[config.mk]
export PLATFORM = sky130hd
export DESIGN_NAME = req_enc32_5
export DESIGN_NICKNAME = d
export VERILOG_FILES = /design/src/rtl/pipe_pkg.sv /design/src/rtl/prio_enc32_5.sv /design/src/rtl/req_enc32_5.sv
export SDC_FILE = /design/constraint.sdc
export NUM_CORES = 1
export LEC_CHECK = 0
export ABC_AREA = 1
export CAP_MARGIN = 20
export CORE_ASPECT_RATIO = 0.7
export CORE_MARGIN = 5
export CORE_UTILIZATION = 45
export CTS_CLUSTER_SIZE = 12
export DETAILED_ROUTE_END_ITERATION = 6
export MAX_ROUTING_LAYER = met4
export PLACE_DENSITY = 0.69
export SYNTH_ARGS = -nofsm -noshare
export SYNTH_HDL_FRONTEND = slang
export SYNTH_HIERARCHICAL = 1
export SYNTH_SLANG_ARGS = --single-unit
[constraint.sdc]
create_clock -name clk -period 5.5 [get_ports clk]
set_input_delay 0.55 -clock clk [delete_from_list [all_inputs] [get_ports clk]]
set_output_delay 0.55 -clock clk [all_outputs]
set_load 0.01 [all_outputs]
[src/rtl/pipe_pkg.sv]
// Shared types and constants for the request-encoder slice.
// Index width and request count are tied together: IDXW = $clog2(NREQ).
package pipe_pkg;

    localparam int NREQ = 32;
    localparam int IDXW = 5;

    typedef logic [IDXW-1:0] reg_idx_t;

    typedef enum logic {
        ENC_IDLE,
        ENC_PRESENT
    } enc_state_t;

    // One-hot decode of an index; the inverse of what the encoder produces.
    function automatic logic [NREQ-1:0] idx_onehot(input logic [IDXW-1:0] idx);
        logic [NREQ-1:0] v;
        v = '0;
        v[idx] = 1'b1;
        return v;
    endfunction

endpackage

[src/rtl/prio_enc32_5.sv]
// Combinational rotating priority encoder, 32 lines to a 5-bit index.
// The lowest set bit at or above 'start' wins, wrapping past 31 back to 0.
// With start tied to 0 it degenerates into a plain lowest-index-wins encoder.
module prio_enc32_5
    import pipe_pkg::*;
(
    input  logic [31:0] vec,
    input  logic [4:0]  start,
    output logic [4:0]  idx,
    output logic        any
);

    // Concatenating the vector with itself makes the rotate a plain slice.
    logic [2*NREQ-1:0] w_dbl;
    logic [NREQ-1:0]   w_rot;
    logic [IDXW-1:0]   w_off;

    assign w_dbl = {vec, vec};
    assign w_rot = w_dbl[start +: NREQ];

    // Find the lowest set bit of the rotated vector (downward scan, last hit wins).
    always_comb begin
        w_off = '0;
        for (int i = NREQ - 1; i >= 0; i--) begin
            if (w_rot[i]) begin
                w_off = IDXW'(i);
            end
        end
    end

    // Undo the rotation; the 5-bit add wraps modulo 32 naturally.
    assign idx = w_off + start;
    assign any = |vec;

endmodule

[src/rtl/req_enc32_5.sv]
// Sequential 32->5 request encoder.
// Request pulses accumulate in a pending vector; one pending index at a time
// is offered on a valid/ready handshake and its bit is cleared on acceptance.
// A grant takes two cycles (IDLE pick, PRESENT handshake) by design, so the
// selection always works from the registered pending vector.
module req_enc32_5
    import pipe_pkg::*;
#(
    parameter int ROUND_ROBIN = 1
)(
    input  logic        clk,
    input  logic        reset,
    input  logic [31:0] req_set,
    output logic [4:0]  idx_out,
    output logic        valid,
    input  logic        ready,
    output logic [31:0] pend_out
);

    enc_state_t      r_state;
    logic [NREQ-1:0] r_pend;
    logic [IDXW-1:0] r_ptr;
    logic [IDXW-1:0] r_idx;
    logic            r_valid;

    enc_state_t      w_state_nxt;
    logic [IDXW-1:0] w_ptr_nxt;
    logic [IDXW-1:0] w_idx_nxt;
    logic            w_valid_nxt;

    logic            w_accept;
    logic [NREQ-1:0] w_clr;
    logic [NREQ-1:0] w_pend_nxt;
    logic [IDXW-1:0] w_start;
    logic [IDXW-1:0] w_sel;
    logic            w_any;

    // A handshake only counts while an index is actually being offered.
    assign w_accept = r_valid & ready;
    assign w_clr    = w_accept ? idx_onehot(r_idx) : '0;

    // New requests are OR'd in after the clear, so a same-cycle set survives.
    assign w_pend_nxt = (r_pend & ~w_clr) | req_set;

    // Fixed-priority mode always scans from line 0.
    assign w_start = (ROUND_ROBIN != 0) ? r_ptr : '0;

    prio_enc32_5 u_prio (
        .vec   (r_pend),
        .start (w_start),
        .idx   (w_sel),
        .any   (w_any)
    );

    // Next-state and next-output decode for the IDLE/PRESENT handshake FSM.
    always_comb begin
        w_state_nxt = r_state;
        w_valid_nxt = r_valid;
        w_idx_nxt   = r_idx;
        w_ptr_nxt   = r_ptr;
        case (r_state)
            ENC_IDLE: begin
                if (w_any) begin
                    w_idx_nxt   = w_sel;
                    w_valid_nxt = 1'b1;
                    w_state_nxt = ENC_PRESENT;
                end else begin
                    w_valid_nxt = 1'b0;
                end
            end
            ENC_PRESENT: begin
                // idx_out is frozen here; new requests only land in pend.
                if (w_accept) begin
                    w_valid_nxt = 1'b0;
                    w_state_nxt = ENC_IDLE;
                    if (ROUND_ROBIN != 0) begin
                        w_ptr_nxt = r_idx + 5'd1;
                    end
                end
            end
        endcase
    end

    // State, pending vector and presented index; reset clears everything.
    always_ff @(posedge clk) begin
        if (reset) begin
            r_state <= ENC_IDLE;
            r_pend  <= '0;
            r_ptr   <= '0;
            r_idx   <= '0;
            r_valid <= 1'b0;
        end else begin
            r_state <= w_state_nxt;
            r_pend  <= w_pend_nxt;
            r_ptr   <= w_ptr_nxt;
            r_idx   <= w_idx_nxt;
            r_valid <= w_valid_nxt;
        end
    end

    assign idx_out  = r_idx;
    assign valid    = r_valid;
    assign pend_out = r_pend;

endmodule
* Yosys cells after proc, flatten, opt, wreduce, memory -nomap -nowiden
Cells that the tools add are included.
** Storage, ports and cells
- Bits in registers :: 44
- Input bits :: 35
** Cells by class
- $add $sub $neg :: 2
- Magnitude comparators :: 2
- Eq/ne operators :: 1
- Shift-type cells :: 1
- Muxes and demuxes :: 40
- Bitwise logic cells :: 5
- Reduce and logical (&&, ||, !) cells :: 4
** Operator list (count)
- $mux 5 :: 32
- $shiftx 64x6->32 :: 1
- $and 32x32->32 :: 1
- $mux 32 :: 1
- $not 32->32 :: 1
- $or 32x32->32 :: 1
- $reduce_or 32->1 :: 1
- $lt 5x6->1 const B :: 1
- $add 5x1->5 const B :: 1
- $add 5x5->5 :: 1
- $demux 1 s5 :: 1
- $ge 5x1->1 const B :: 1
- $mux 1 :: 4
- $pmux 1 s2 :: 2
- $reduce_and 2->1 :: 2
- $ne 2x1->1 const B :: 1
- $and 1x1->1 :: 1
- $logic_and 1x1->1 :: 1
- $not 1->1 :: 1

* Logic depth before layout (Yosys ltp)
- Depth in word-level cells :: 34
- Depth in mapped cells :: 48

* Modules after synthesis
The synthesis kept the hierarchy.
** By module, submodules not included
- prio_enc32_5 :: times used 1, cells an instance 533, area each 2602.5 um^2, sequential area each 0.0 um^2
- req_enc32_5 :: times used 1, cells an instance 223, area each 1735.4 um^2, sequential area each 880.8 um^2

* Worst setup path before layout
Ideal clock, no wire load.
- Path type :: register -> register
- Start point :: register r_ptr[0]
- End point :: register r_idx[4] (netlist: idx_out[4])
- Arrival :: 3.772 ns
- Required time :: 5.376 ns
- Slack :: 1.604 ns
- Stages on the path, launching flop included :: 49
- Path buffers :: 2
- Path through :: dfxtp_1 -> buf_6 -> inv_6 -> buf_8 -> nand2_2 -> nand3_1 -> nand2_1 -> nand2_1 -> nand2_1 -> nand2_1 -> nand2_1 -> inv_1 -> o21ai_1 -> nand2_1 -> nand2_1 -> nand2_1 -> nand2_1 -> nand2_1 -> (+13 left out) -> nand2_1 -> nand2_1 -> nand2_1 -> nand2_1 -> nand2_1 -> nand2_1 -> nand2_1 -> nand2_1 -> nand2_1 -> a21oi_2 -> ha_1 -> inv_1 -> fa_1 -> o21ai_0 -> xor2_1 -> xnor2_1 -> o21ai_0 -> a21oi_1
** Between the ends
- Word-level cells in the longest chain between the ends :: 34
** RTL lines
- start, declared :: RTL line req_enc32_5.sv:22 : logic [IDXW-1:0] r_ptr;
- start signal, assigned :: RTL line req_enc32_5.sv:95 : r_ptr <= w_ptr_nxt;
- $shiftx 64x6->32 :: RTL line prio_enc32_5.sv:19 : assign w_rot = w_dbl[start +: NREQ];
- $mux 5 (32 in a row) :: RTL line prio_enc32_5.sv:25 : if (w_rot[i]) begin
- $add 5x5->5 * :: RTL line prio_enc32_5.sv:32 : assign idx = w_off + start;
- named net w_sel[4] :: RTL line req_enc32_5.sv:35 : logic [IDXW-1:0] w_sel;
- end signal, assigned :: RTL line req_enc32_5.sv:96 : r_idx <= w_idx_nxt;
- end, declared :: RTL line req_enc32_5.sv:23 : logic [IDXW-1:0] r_idx;
The timed path passes the listed nets; every way through them passes the cells marked *.
A chain may end at the register's enable or synchronous reset.

* Worst setup path after layout
Same ends and word-level chain as after synthesis.

==> metrics.md <==
| Metric | Value |
|---|---|
| Run status | `finished, final reports clean` |
| Final Hold Slack | `0.527 ns` |
| Clock-pin slew on the worst setup and hold paths | `approximately 0.06 ns` |
| Dominant cell by count in the synthesized netlist | `sky130_fd_sc_hd__nand2_1` |
| Core Footprint | `9530 sq um` |
| Final setup violation count | `0` |
| Average cell area after synthesis | `5.74 sq um` |
| Power per cell area | `227 nW/um^2` |
| Post-layout nets | `846` |
| Post-route DRC | `0` |
| Ranking of synthesized cells by area | `sky130_fd_sc_hd__dfxtp_1 (20%), sky130_fd_sc_hd__nand2_1 (19%), sky130_fd_sc_hd__nand3_1 (16%), sky130_fd_sc_hd__o21ai_0 (8.4%), sky130_fd_sc_hd__inv_1 (6.7%)` |
| Via count of the first global-routing pass | `4,744` |
| Headroom to the max-slew limit | `0.628` |
| Minimum clock period | `roughly 5 ns` |
| Worst Clk Skew | `0.00351 ns` |
| Total half-perimeter wirelength after legalization and detailed placement | `about 12,000 um` |
| Reported max-cap violation count | `0` |
| Initial antenna violation count | `0` |
| Synth-to-layout area growth | `19.8%` |
| Diode count | `0` |
| Initial Utilization | `0.455` |
| Number of max-slew violations in the final report | `0` |
| Routed vias | `5,133` |
| Clk buf depth | `2` |
| Static leakage | `2.49 nW` |
| Maximum net fanout on the critical path | `28` |
| DR WL/cell | `15.7 um` |
| Number of synthesis warnings | `6` |
| CP max stage cell | `sky130_fd_sc_hd__dfxtp_1` |
| Post-synthesis share of cell area spent on full adders, half adders and majority gates | `0.0277` |
| Largest area contributor in the synthesized netlist | `sky130_fd_sc_hd__dfxtp_1` |
| Total count of hold-check failures in the final report | `0` |
| Final cycle utilization of the critical path | `0.895` |
| Die Span Y | `slightly above 90 um` |
| Summed negative setup slack over all endpoints | `0 ns` |
| CTS root buf | `sky130_fd_sc_hd__clkbuf_16` |
| Clock tree from TritonCTS | `yes` |
| Post-detailed-route count of antenna-violating nets | `0` |
| Number of instances in the synthesized netlist | `756` |
| Number of enable flip-flop cells after synthesis | `0` |
| IO Pins | `73` |
| Share of synthesized flip-flops with an asynchronous set or reset | `0` |
| All-layer global routing usage | `0.256` |
| Proportion of netlist area held by the largest area contributor | `0.203` |
| Flop-to-flop setup slack | `0.58 ns` |
| First-iteration detailed-routing DRC count | `556` |
| Proportion of synthesized chip area in sequential cells | `0.203` |
| Full die area | `between 10,000 and 15,000 sq um` |
| Worst voltage drop across the vdd grid | `0.000157 V` |
| Area fraction in and, or, nand and nor cells after synthesis | `0.446` |
| Die extent in x | `127 um` |
| Fill cell instance count of the final layout | `just under 1k` |
| Largest family of logic cells by synthesized area | `simple AND/OR/NAND/NOR gates` |
| Element type at the critical path end | `flip-flop` |
| Transition time at the pin with the least slew margin | `0.557 ns` |
| Router iterations before antenna repair | `5` |
| Setup repair after global routing missed its margin | `false` |
| Data arrival time of the critical path | `~5.1 ns` |
| Commonest cells in the netlist | `sky130_fd_sc_hd__nand2_1 (220), sky130_fd_sc_hd__nand3_1 (136), sky130_fd_sc_hd__inv_1 (77)` |
| Post-Place Worst Slack | `0.649 ns` |
| Number of levels the H-tree was split into | `2` |
| Complex-gate fraction of the synthesized area | `0.174` |
| Number of port buffers | `72` |
| Number of synthesized register bits | `44` |
| Critical Path RT | `5.66 ns` |
| Average vias per placed instance | `5.51` |
| Detailed-route wire length | `14,600 um` |
| Top cell by count, worst path | `sky130_fd_sc_hd__nand2_1` |
| Fraction of final layout cells sized beyond drive strength 1 | `0.0697` |
| Worst Hold Class | `flip-flop to flip-flop` |
| Number of different library cells in the post-synthesis netlist | `37` |
| Top flip-flop cell by instance count after synthesis | `sky130_fd_sc_hd__dfxtp_1` |
| Synth Cell Area | `4340 sq um` |
| Biggest cell delay along the critical path | `0.58 ns` |
| Synth Net Count | `800` |
| CTS Buf Count | `5` |
| Number of clock sinks seen by CTS | `44` |
| Highest Clock Rate | `0.203 GHz` |
| Largest net degree at the start of global routing | `35` |
| Class of the most critical setup path | `flip-flop to flip-flop` |
| Slack of the critical path | `0.577 ns` |
| Number of hold-repair buffers added at the cts stage | `0` |
| Xor/xnor share of the synthesized area | `0.0101` |
| Multiplexer fraction of the synthesized cell area | `0.00692` |
| Standard-cell rows | `30` |
| Clock Latency Late Sink | `0.29 ns` |
| Global route total overflow | `0` |
| Category of the worst setup path launch point | `flip-flop` |
| Global-route wire length before repair | `23,700 um` |
| Routability congestion estimate | `0.981` |
through the flow:
step,util,power [mW],std cells,cell area [sq um]
after floorplan,-,0.712,756,4340
after global placement,0.526,0.867,922,5020
after detailed placement,0.529,0.874,923,5040
after CTS,0.544,1.17,931,5190
after global routing,0.545,1.26,931,5200
final,0.545,1.18,931,5200
state kept, by name, indices dropped and copies added (netlist names):
register	count
idx_out	5
r_state	1
r_ptr	5
valid	1
pend_out	32
critical path, delay by kind of cell (launching register included):
kind | cells | cell delay [ns]
compound gates | 4 | 0.66
fa+ha+maj | 2 | 0.58
simple gates | 35 | 2.31
flops | 1 | 0.58
buf+inv | 2 | 0.35
xor+xnor | 2 | 0.32
repair_timing:
item,4_1_cts,5_1_grt
endpoints found under the setup margin,0,1
buffers inserted,0,0
resized for setup,0,2
where the power goes:
part | internal (mW) | total, mW | leakage (nW) | switching, mW
clock | 0.181 | 0.301 | 0.0712 | 0.120
combinational | 0.189 | 0.493 | 2.05 | 0.303
sequential | 0.343 | 0.384 | 0.368 | 0.0415
total | 0.714 | 1.18 | 2.49 | 0.465
cell type report:
type	count	area [sq um]	area share
Timing Repair Buffer	79	797	0.153
Sequential cell	44	882	0.170
Multi-Input combinational cell	587	2880	0.555
Tap cell	128	160	0.0308
Clock buffer	8	146	0.0282
Inverter	85	327	0.0628
logic make-up (layout without fill, tap and decap cells):
family | Yosys count | in the layout
DFF | 44 | 44
adders and majority gates | 9 | 9
AOI/OAI and AO/OA | 142 | 142
buffers and inverters | 125 | 172
and+or+nand+nor | 428 | 428
xor gates and xnor gates | 5 | 5
muxes | 3 | 3
metal layers:
metal / wire, um / vias up / track usage
met4: 150 / 0 / 0.0420
met2: 6270 / 171 / 0.385
met3: 1180 / 19 / 0.0559
met5: 0 / - / -
met1: 7010 / 2363 / 0.357
li1: - / 2580 / -
cells in the final DEF, fill, tap and decap left out, types with 2 or more instances in the layout:
| master | instances |
|---|---|
| sky130_fd_sc_hd__a21oi_1 | 43 |
| sky130_fd_sc_hd__a31oi_1 | 11 |
| sky130_fd_sc_hd__buf_4 | 5 |
| sky130_fd_sc_hd__clkbuf_1 | 2 |
| sky130_fd_sc_hd__clkbuf_16 | 5 |
| sky130_fd_sc_hd__clkdlybuf4s50_1 | 72 |
| sky130_fd_sc_hd__dfxtp_1 | 43 |
| sky130_fd_sc_hd__ha_1 | 8 |
| sky130_fd_sc_hd__inv_1 | 77 |
| sky130_fd_sc_hd__inv_2 | 6 |
| sky130_fd_sc_hd__mux2i_1 | 3 |
| sky130_fd_sc_hd__nand2_1 | 220 |
| sky130_fd_sc_hd__nand2_2 | 18 |
| sky130_fd_sc_hd__nand3_1 | 136 |
| sky130_fd_sc_hd__nand3_2 | 10 |
| sky130_fd_sc_hd__nand4_1 | 3 |
| sky130_fd_sc_hd__nor2_1 | 29 |
| sky130_fd_sc_hd__nor4_1 | 8 |
| sky130_fd_sc_hd__o21a_1 | 3 |
| sky130_fd_sc_hd__o21ai_0 | 73 |
| sky130_fd_sc_hd__o21ai_1 | 5 |
| sky130_fd_sc_hd__o21ai_2 | 3 |
| sky130_fd_sc_hd__xnor2_1 | 3 |
| sky130_fd_sc_hd__xor2_1 | 2 |
path summary, 6_finish.rpt:
kind           startpoint           end  cells after the start
min          pend_out[16]  pend_out[16]                      2
min reg2reg  pend_out[16]  pend_out[16]                      2
max reg2reg      r_ptr[0]    idx_out[4]                     45
max              r_ptr[0]    idx_out[4]                     45
Power figures use the tool's default switching activity.
